### src/rtl/prog_loader_pkg.sv
// Shared constants and state encoding for the instruction-memory loader.
package prog_loader_pkg;

    localparam int unsigned BYTES_PER_INSTR = 2;
    localparam int unsigned DEF_ADDR_W      = 5;
    localparam int unsigned DEF_INSTR_W     = 8 * BYTES_PER_INSTR;

    typedef enum logic [2:0] {
        ST_IDLE,
        ST_LEN,
        ST_LO,
        ST_HI,
        ST_WRITE,
        ST_DONE,
        ST_ERR
    } ld_state_e;

    // Largest legal program length in words for a given address width.
    function automatic int unsigned max_len(input int unsigned addr_w);
        return 32'(1) << addr_w;
    endfunction

endpackage

### src/rtl/prog_loader.sv
// Streams a length byte plus little-endian instruction bytes into the
// instruction memory, holding the processor halted until the load completes.
module prog_loader
    import prog_loader_pkg::*;
#(
    parameter int unsigned ADDR_W  = DEF_ADDR_W,
    parameter int unsigned INSTR_W = DEF_INSTR_W
) (
    input  logic               clk,
    input  logic               rst_n,
    input  logic               load_start,
    input  logic [7:0]         in_data,
    input  logic               in_valid,
    output logic               in_ready,
    output logic               mem_we,
    output logic [ADDR_W-1:0]  mem_addr,
    output logic [INSTR_W-1:0] mem_wdata,
    output logic               proc_run,
    output logic               busy,
    output logic               err
);

    localparam int unsigned CNT_W = ADDR_W + 1;
    localparam int unsigned DEPTH = max_len(ADDR_W);

    ld_state_e          state_q, state_d;
    logic [CNT_W-1:0]   len_q, len_d;
    logic [CNT_W-1:0]   cnt_q, cnt_d;
    logic [7:0]         lo_q, lo_d;
    logic [ADDR_W-1:0]  addr_q, addr_d;
    logic [INSTR_W-1:0] wdata_q, wdata_d;
    logic               we_q, we_d;
    logic               run_q, run_d;
    logic               busy_q, busy_d;
    logic               err_q, err_d;
    logic               hs;
    logic [CNT_W-1:0]   cnt_inc;

    assign in_ready = (state_q inside {ST_LEN, ST_LO, ST_HI}) && !load_start;
    assign hs       = in_valid && in_ready;
    assign cnt_inc  = cnt_q + CNT_W'(1);

    // Next-state, datapath and registered-output decode.
    always_comb begin
        state_d = state_q;
        len_d   = len_q;
        cnt_d   = cnt_q;
        lo_d    = lo_q;
        addr_d  = addr_q;
        wdata_d = wdata_q;
        if (load_start) begin
            state_d = ST_LEN;
            addr_d  = '0;
            cnt_d   = '0;
        end else begin
            unique case (state_q)
                ST_IDLE: ;
                ST_LEN: if (hs) begin
                    if (in_data == 8'd0 || 32'(in_data) > DEPTH) begin
                        state_d = ST_ERR;
                    end else begin
                        len_d   = CNT_W'(in_data);
                        cnt_d   = '0;
                        addr_d  = '0;
                        state_d = ST_LO;
                    end
                end
                ST_LO: if (hs) begin
                    lo_d    = in_data;
                    state_d = ST_HI;
                end
                ST_HI: if (hs) begin
                    wdata_d = INSTR_W'({in_data, lo_q});
                    state_d = ST_WRITE;
                end
                ST_WRITE: begin
                    cnt_d = cnt_inc;
                    if (cnt_inc == len_q) begin
                        state_d = ST_DONE;
                    end else begin
                        addr_d  = addr_q + ADDR_W'(1);
                        state_d = ST_LO;
                    end
                end
                ST_DONE: ;
                ST_ERR:  ;
                default: state_d = ST_IDLE;
            endcase
        end
        we_d   = (state_d == ST_WRITE);
        run_d  = (state_d == ST_DONE);
        err_d  = (state_d == ST_ERR);
        busy_d = (state_d inside {ST_LEN, ST_LO, ST_HI, ST_WRITE});
    end

    always_ff @(posedge clk or negedge rst_n) begin
        if (!rst_n) begin
            state_q <= ST_IDLE;
            len_q   <= '0;
            cnt_q   <= '0;
            lo_q    <= '0;
            addr_q  <= '0;
            wdata_q <= '0;
            we_q    <= 1'b0;
            run_q   <= 1'b0;
            busy_q  <= 1'b0;
            err_q   <= 1'b0;
        end else begin
            state_q <= state_d;
            len_q   <= len_d;
            cnt_q   <= cnt_d;
            lo_q    <= lo_d;
            addr_q  <= addr_d;
            wdata_q <= wdata_d;
            we_q    <= we_d;
            run_q   <= run_d;
            busy_q  <= busy_d;
            err_q   <= err_d;
        end
    end

    // A restart landing on the WRITE cycle suppresses that write.
    assign mem_we    = we_q && !load_start;
    assign mem_addr  = addr_q;
    assign mem_wdata = wdata_q;
    assign proc_run  = run_q;
    assign busy      = busy_q;
    assign err       = err_q;

endmodule
### config.mk
export PLATFORM = sky130hd
export DESIGN_NAME = prog_loader
export DESIGN_NICKNAME = d
export VERILOG_FILES = /design/src/rtl/prog_loader_pkg.sv /design/src/rtl/prog_loader.sv
export SDC_FILE = /design/constraint.sdc
export NUM_CORES = 1
export LEC_CHECK = 0
export ABC_AREA = 1
export CORE_MARGIN = 2
export CORE_UTILIZATION = 30
export DETAILED_ROUTE_END_ITERATION = 10
export SLEW_MARGIN = 20
export SYNTH_ARGS = -nofsm -noshare
export SYNTH_HDL_FRONTEND = slang
export SYNTH_SLANG_ARGS = --single-unit
export TNS_END_PERCENT = 100
### constraint.sdc
create_clock -name clk -period 2.3 [get_ports clk]
set_input_delay 0.46 -clock clk [delete_from_list [all_inputs] [get_ports clk]]
set_output_delay 0.46 -clock clk [all_outputs]
set_load 0.02 [all_outputs]
==> results.toml, run 1 <==
[outcome]
status = "complete, no violations"

[clocking]
cts_inserted_buffers = 5
clk_pin_slew_worst_paths_ns = 0.09
htreeDepth = 2
cts-root-buf = "clkbuf_8"
cts_tree = "done"
cts-hold-fix-buffers = 0
clock_path_buffers = 2
cts_resized = 0
insertion_delay_ns = 0.30
clock_sinks = 48
post-cts-setup-buffers = 0

[detailed_routing]
wl_per_cell_um = 11.03
firstDrtPassIters = 4
drcViolationCount = 0
vias_per_cell = 4.418
num_vias = 1957
drt_iter0_markers = 54
ant_nets = 0
wl_um = 4885

[die]
die_area_sq_mm = 0.008613
core-area_sq_mm = 0.007687
die_h_um = 92.81
start_util_pct = 30.78
io_pins = 38
fp.dieW_um = 92.81
num_rows = 32

[setup_path]
start_kind = "input port"
path_cells = "clkdlybuf4s50_1, nor2_1, clkdlybuf4s50_1"
cp-end-kind = "output port"
worstPathMaxFanout = 3
reg2regPathDepth = 14
path_common_cell = "clkdlybuf4s50_1"
required_ns = 1.84
worstSetupPathType = "input port to output port"
critPathSlowestCell = "clkdlybuf4s50_1"
crit_path_max_incr_delay_ns = 0.62
worst_ep_arrival_time_ns = 1.76

[finish]
n_fill_cell = 810
nNetsFinal = 354
area_growth_syn_to_layout_pct = 27.92
drive_gt1_share_pct = 15.54
antenna_cells = 0

[synthesis]
synth_area_sq_mm = 0.002366
synthDistinctLibCells = 29
synth_edf_count = 0
synth-seq-cells = 48
async_flop_share_pct = 100.0
synth.top_cells.by_area = "dfrtp_1, nand2_1, o21ai_0"
ys_warn_count = 0
synth_fp_nets = 305
synth_area_leader_cell = "dfrtp_1"
synthFlopType = "dfrtp_1"
synthCells = 291
synth_area_per_cell_sq_um = 8.131
yosysSeqAreaShare_pct = 50.77
synth_top_area_share_pct = 50.77

[sta]
slew_violations = 0
finalSetupViolations = 0
final-hold-violation-count = 0
fin_skew_ns = 0.006400
tightest_slew_ns = 0.5162
setup_tns_ns = 0
finalCritPeriodShare_pct = 96.52
grt_setup_unrepaired = "no"
setup_ws_ns = 0.07995
fmax_mhz = 450.4
slew_headroom_pct = 65.59
fin_crit_ns = 2.220

[placement]
hpwl_um = 3777
place_congestion = 0.8342
post-place-ws_ns = 0.06597
io_buffers = 37

[min_path]
min_path_type = "input port to async pin"

[grt]
grt_max_degree = 28
overflow = 0
grt_first_pass_wirelength_um = 8424
grt_pass1_vias = 1873
antenna_found_initial = 0
track_usage_pct = 12.27

[flow_run]
drv_cap = 0

[power_and_ir_drop]
power-per-cell-area_mw_per_mm2 = 792.3
p_total_w = 0.002398
p_leak_nw = 1.476
peakVddDrop_mv = 0.4000
final timing paths:
path,from,to,slack (ns)
max,load_start,mem_we,0.08
min in group clk,lo_q[1],mem_wdata[1],0.48
min reg2reg,lo_q[1],mem_wdata[1],0.48
max in group asynchronous,rst_n,err,1.66
max reg2reg,cnt_q[0],busy,0.44
min,rst_n,mem_wdata[7],0.12
kinds of logic after synthesis:
logic type,Yosys count,synth area share (%)
buffers and inverters,49,8.673
and+or+nand+nor,153,30.78
DFF,48,50.77
adders and majority gates,2,1.057
AOI/OAI and AO/OA,39,8.726
critical path: cells and delay by family:
kind / cells / cell delay (ns)
and+or+nand+nor: 1 / 0.15
buffers and inverters: 2 / 1.14
metrics by stage:
stage,area (sq um),util [%],instances,hold slack [ns]
after floorplan,2366,-,291,0.1644
after global placement,2910,37.86,435,0.4628
after detailed placement,2910,37.86,435,0.4624
after CTS,3027,39.37,443,0.1354
after global routing,3027,39.37,443,0.1499
final,3027,39.37,443,0.1198
area by class of cell:
class,count,area (sq um),area share (%)
clock buffers,5,68.82,2.274
clock inverters,3,47.55,1.571
repair buffers,48,460.4,15.21
well taps,102,127.6,4.217
flip-flops and latches,48,1201,39.69
multi-input cells,194,959.7,31.71
inverters,43,161.4,5.333
cell usage in the layout, fill, tap and decap left out, types with 2 or more instances in the layout:
master           instances
clkdlybuf4s50_1         36
inv_2                    7
inv_1                   34
o21ai_1                  4
ha_1                     2
clkinv_1                 2
nor3_1                   2
nand2_1                 82
nand4_1                  4
a21oi_1                  3
clkinv_4                 2
nand3_2                  2
dfrtp_1                 48
clkbuf_8                 5
nor2_4                   4
nor2_1                  15
o21ai_0                 29
nand2_2                 15
buf_4                   10
nand3_1                 23
layer usage:
metal  global-route usage [%]  wire length [um]  vias up
met4                    1.838                19        0
met2                    20.17              2224       36
met3                    2.848               194        2
li1                         -                 -     1021
met1                    16.89              2448      898
met5                        0                 0        -
state kept, by name (all words and copies together), names as in the netlist:
signal / flops
cnt_q: 6
mem_addr: 5
len_q: 6
busy: 1
state_q: 3
err: 1
mem_wdata: 16
lo_q: 8
proc_run: 1
we_q: 1
where the power goes:
group | internal, W | switching [W]
Clock | 0.000328 | 0.000297
Sequential | 0.000994 | 0.0000993
Combinational | 0.000308 | 0.000371
synth_stat cells, types with 2 or more instances:
master	number
nand2_2	15
inv_2	7
buf_2	2
nor2_4	4
o21ai_0	29
a21oi_1	3
o21ai_1	4
nand4_1	4
nand2_1	82
buf_6	2
nand3_1	23
nor3_1	2
nor2_1	15
clkinv_1	2
nand3_2	2
dfrtp_1	48
ha_1	2
inv_1	34
(Power assumes the default switching activity.)
==> inputs of run 2 (changes only) <==
--- a/config.mk
+++ b/config.mk
@@ -13,4 +13,4 @@
 export SYNTH_ARGS = -nofsm -noshare
 export SYNTH_HDL_FRONTEND = slang
 export SYNTH_SLANG_ARGS = --single-unit
-export TNS_END_PERCENT = 100
+export TNS_END_PERCENT = 50
==> results of run 2 <==
Final layout, timing and power as in run 1 (identical DEF).
==> inputs of run 3 (changes only) <==
--- a/config.mk
+++ b/config.mk
@@ -5,10 +5,11 @@
 export SDC_FILE = /design/constraint.sdc
 export NUM_CORES = 1
 export LEC_CHECK = 0
-export ABC_AREA = 1
 export CORE_MARGIN = 2
 export CORE_UTILIZATION = 30
 export DETAILED_ROUTE_END_ITERATION = 10
+export DONT_BUFFER_PORTS = 1
+export RECOVER_POWER = 50
 export SLEW_MARGIN = 20
 export SYNTH_ARGS = -nofsm -noshare
 export SYNTH_HDL_FRONTEND = slang
==> results.toml, run 3 <==
[outcome]
status = "complete, no violations"

[setup_path]
reg2regPathDepth = 6
crit_path_max_incr_delay_ns = 0.43
required_ns = 2.48
reg2reg_to = "state_q[1]"
path_cells = "ha_1, xnor3_1, o2111a_1, o2111a_1, a21boi_0, o311a_1"
cp_num_buf_inv = 0
crit_cells = 6
cpLargestDelayFamily = "compound AO/OA/AOI/OAI gates"
worstSetupPathType = "flop to flop"
cp-end-kind = "flop"
cp-startpoint = "cnt_q[0]"
path_common_cell = "o2111a_1"
worstPathMaxFanout = 4
start_kind = "flop"
critPathSlowestCell = "dfrtp_1"
reg2reg_slack_ns = 0.24
timing.rr.start = "cnt_q[0]"
worst_ep_arrival_time_ns = 2.23
endpoint = "state_q[1]"

[sta]
finalCritPeriodShare_pct = 89.42
finalSetupViolations = 0
setup_tns_ns = 0
fmax_mhz = 486.2
hold_slack_ns = 0.2908
fin_skew_ns = 0.006880
fin_crit_ns = 2.057
slew_violations = 0
final-hold-violation-count = 0
slew_headroom_pct = 21.34
grt_setup_unrepaired = "no"
tightest_slew_ns = 1.180

[die]
num_rows = 31
io_pins = 38
die_area_sq_mm = 0.008403
die_h_um = 91.67
fp.dieW_um = 91.67
core-area_sq_mm = 0.007331
start_util_pct = 31.46

[finish]
drive_gt1_share_pct = 26.73
largest_reg_flops = 16
antenna_cells = 0
final_common_cell = "dfrtp_1"
nNetsFinal = 216
area_growth_syn_to_layout_pct = 12.26
final_cell_mix = "dfrtp_1, mux2_2, nand2_1"

[detailed_routing]
vias_per_cell = 4.983
top_layer_used = "met4"
wl_per_cell_um = 14.86
ant_nets = 0
drcViolationCount = 0
wl_met2_um = 2000
firstDrtPassIters = 4
num_vias = 1500
wl_met1_um = 2161
wl_met3_um = 261
wl_um = 4473
drt_iter0_markers = 121

[placement]
hpwl_um = 3205
place_congestion = 0.7803
io_buffers = 0

[synthesis]
synthDistinctLibCells = 42
synth_area_leader_cell = "dfrtp_1"
synth_area_sq_mm = 0.002306
synth_fp_nets = 201
synthCells = 187
synthFlopType = "dfrtp_1"
yosysMostFrequentCell = "dfrtp_1"
yosysSeqAreaShare_pct = 52.09
synth_top_area_share_pct = 52.09
async_flop_share_pct = 100.0
synth-seq-cells = 48
synth_edf_count = 0
ys_warn_count = 0
synth.top_cells.by_area = "dfrtp_1, mux2_2, xnor2_1"
ys_top_cells_by_count = "dfrtp_1, mux2_2, nand2_1"
synth_area_per_cell_sq_um = 12.33

[grt]
antenna_found_initial = 0
overflow = 0
grt_pass1_vias = 1515
grt_max_degree = 49
track_usage_pct = 11.78
grt_first_pass_wirelength_um = 7748

[power_and_ir_drop]
p_leak_nw = 1.144
power-per-cell-area_mw_per_mm2 = 851.5
peakVddDrop_mv = 0.4153

[clocking]
cts_tree = "done"
clk_pin_slew_worst_paths_ns = 0.09
clock_path_buffers = 2
cts-root-buf = "clkbuf_8"
htreeDepth = 2
insertion_delay_ns = 0.30
cts_inserted_buffers = 5
clock_sinks = 48

[flow_run]
drv_cap = 0

[min_path]
min_path_type = "input port to flop"
-- run 3: cell types whose count changed after synthesis, moves of 15 or more --
cell	before	now
nand2_2	15	0
inv_1	34	3
nand3_1	23	7
o21ai_0	29	3
nand2_1	82	13
mux2_2	0	27
-- run 3: timing repair --
item	in CTS	in global routing
hold buffers	2	0
buffers inserted	0	0
hold endpoints to repair	48	0
gates resized for setup	0	1
endpoints found under the setup margin	0	1
-- run 3: cell type report --
type | instances | area (sq um)
Fill cell | 727 | 4742
Sequential cell | 48 | 1201
Multi-Input combinational cell | 131 | 1074
Tap cell | 99 | 123.9
Timing Repair Buffer | 13 | 97.59
Clock buffer | 5 | 68.82
Clock inverter | 2 | 12.51
Inverter | 3 | 11.26
-- run 3: logic make-up after synthesis --
kind of cell / after synthesis / synth area share, %
flops: 48 / 52.09
buf+inv: 8 / 1.356
xor+xnor: 10 / 4.395
compound gates: 30 / 10.20
mux: 36 / 17.25
fa+ha+maj: 2 / 1.085
simple gates: 53 / 13.62
-- run 3: power breakdown --
group          switching [W]  internal, W
Sequential          0.000257      0.00104
Combinational       0.000187     0.000235
Clock               0.000279     0.000206
Total               0.000723      0.00148
-- run 3: worst min-delay path by stage --
stage	slack, ns	depth (start not counted)	endpoint	start
global placement	0.17	0	mem_addr[3]	rst_n
CTS	0.28	1	mem_wdata[14]	in_data[6]
detailed placement	0.17	0	mem_addr[3]	rst_n
floorplan	0.16	0	busy	rst_n
global route	0.27	1	mem_wdata[14]	in_data[6]
finish	0.29	1	mem_wdata[8]	in_data[0]
-- run 3: metrics by stage --
step / area [sq um] / utilization (%) / setup WS (ns) / total power (W) / std cells
finish: 2589 / 35.31 / 0.2433 / 0.002204 / 301
CTS: 2611 / 35.62 / 0.1436 / 0.002240 / 301
detailed placement: 2492 / 34.00 / 0.1060 / 0.001725 / 292
global route: 2589 / 35.31 / 0.09833 / 0.002340 / 301
floorplan: 2306 / - / 0.2300 / 0.001609 / 187
global placement: 2492 / 34.00 / 0.1054 / 0.001712 / 292
-- run 3: layer usage --
metal | up-vias | GRT usage, %
met5 | - | 0
met2 | 37 | 17.28
li1 | 709 | -
met3 | 5 | 3.944
met1 | 749 | 16.70
met4 | 0 | 3.030
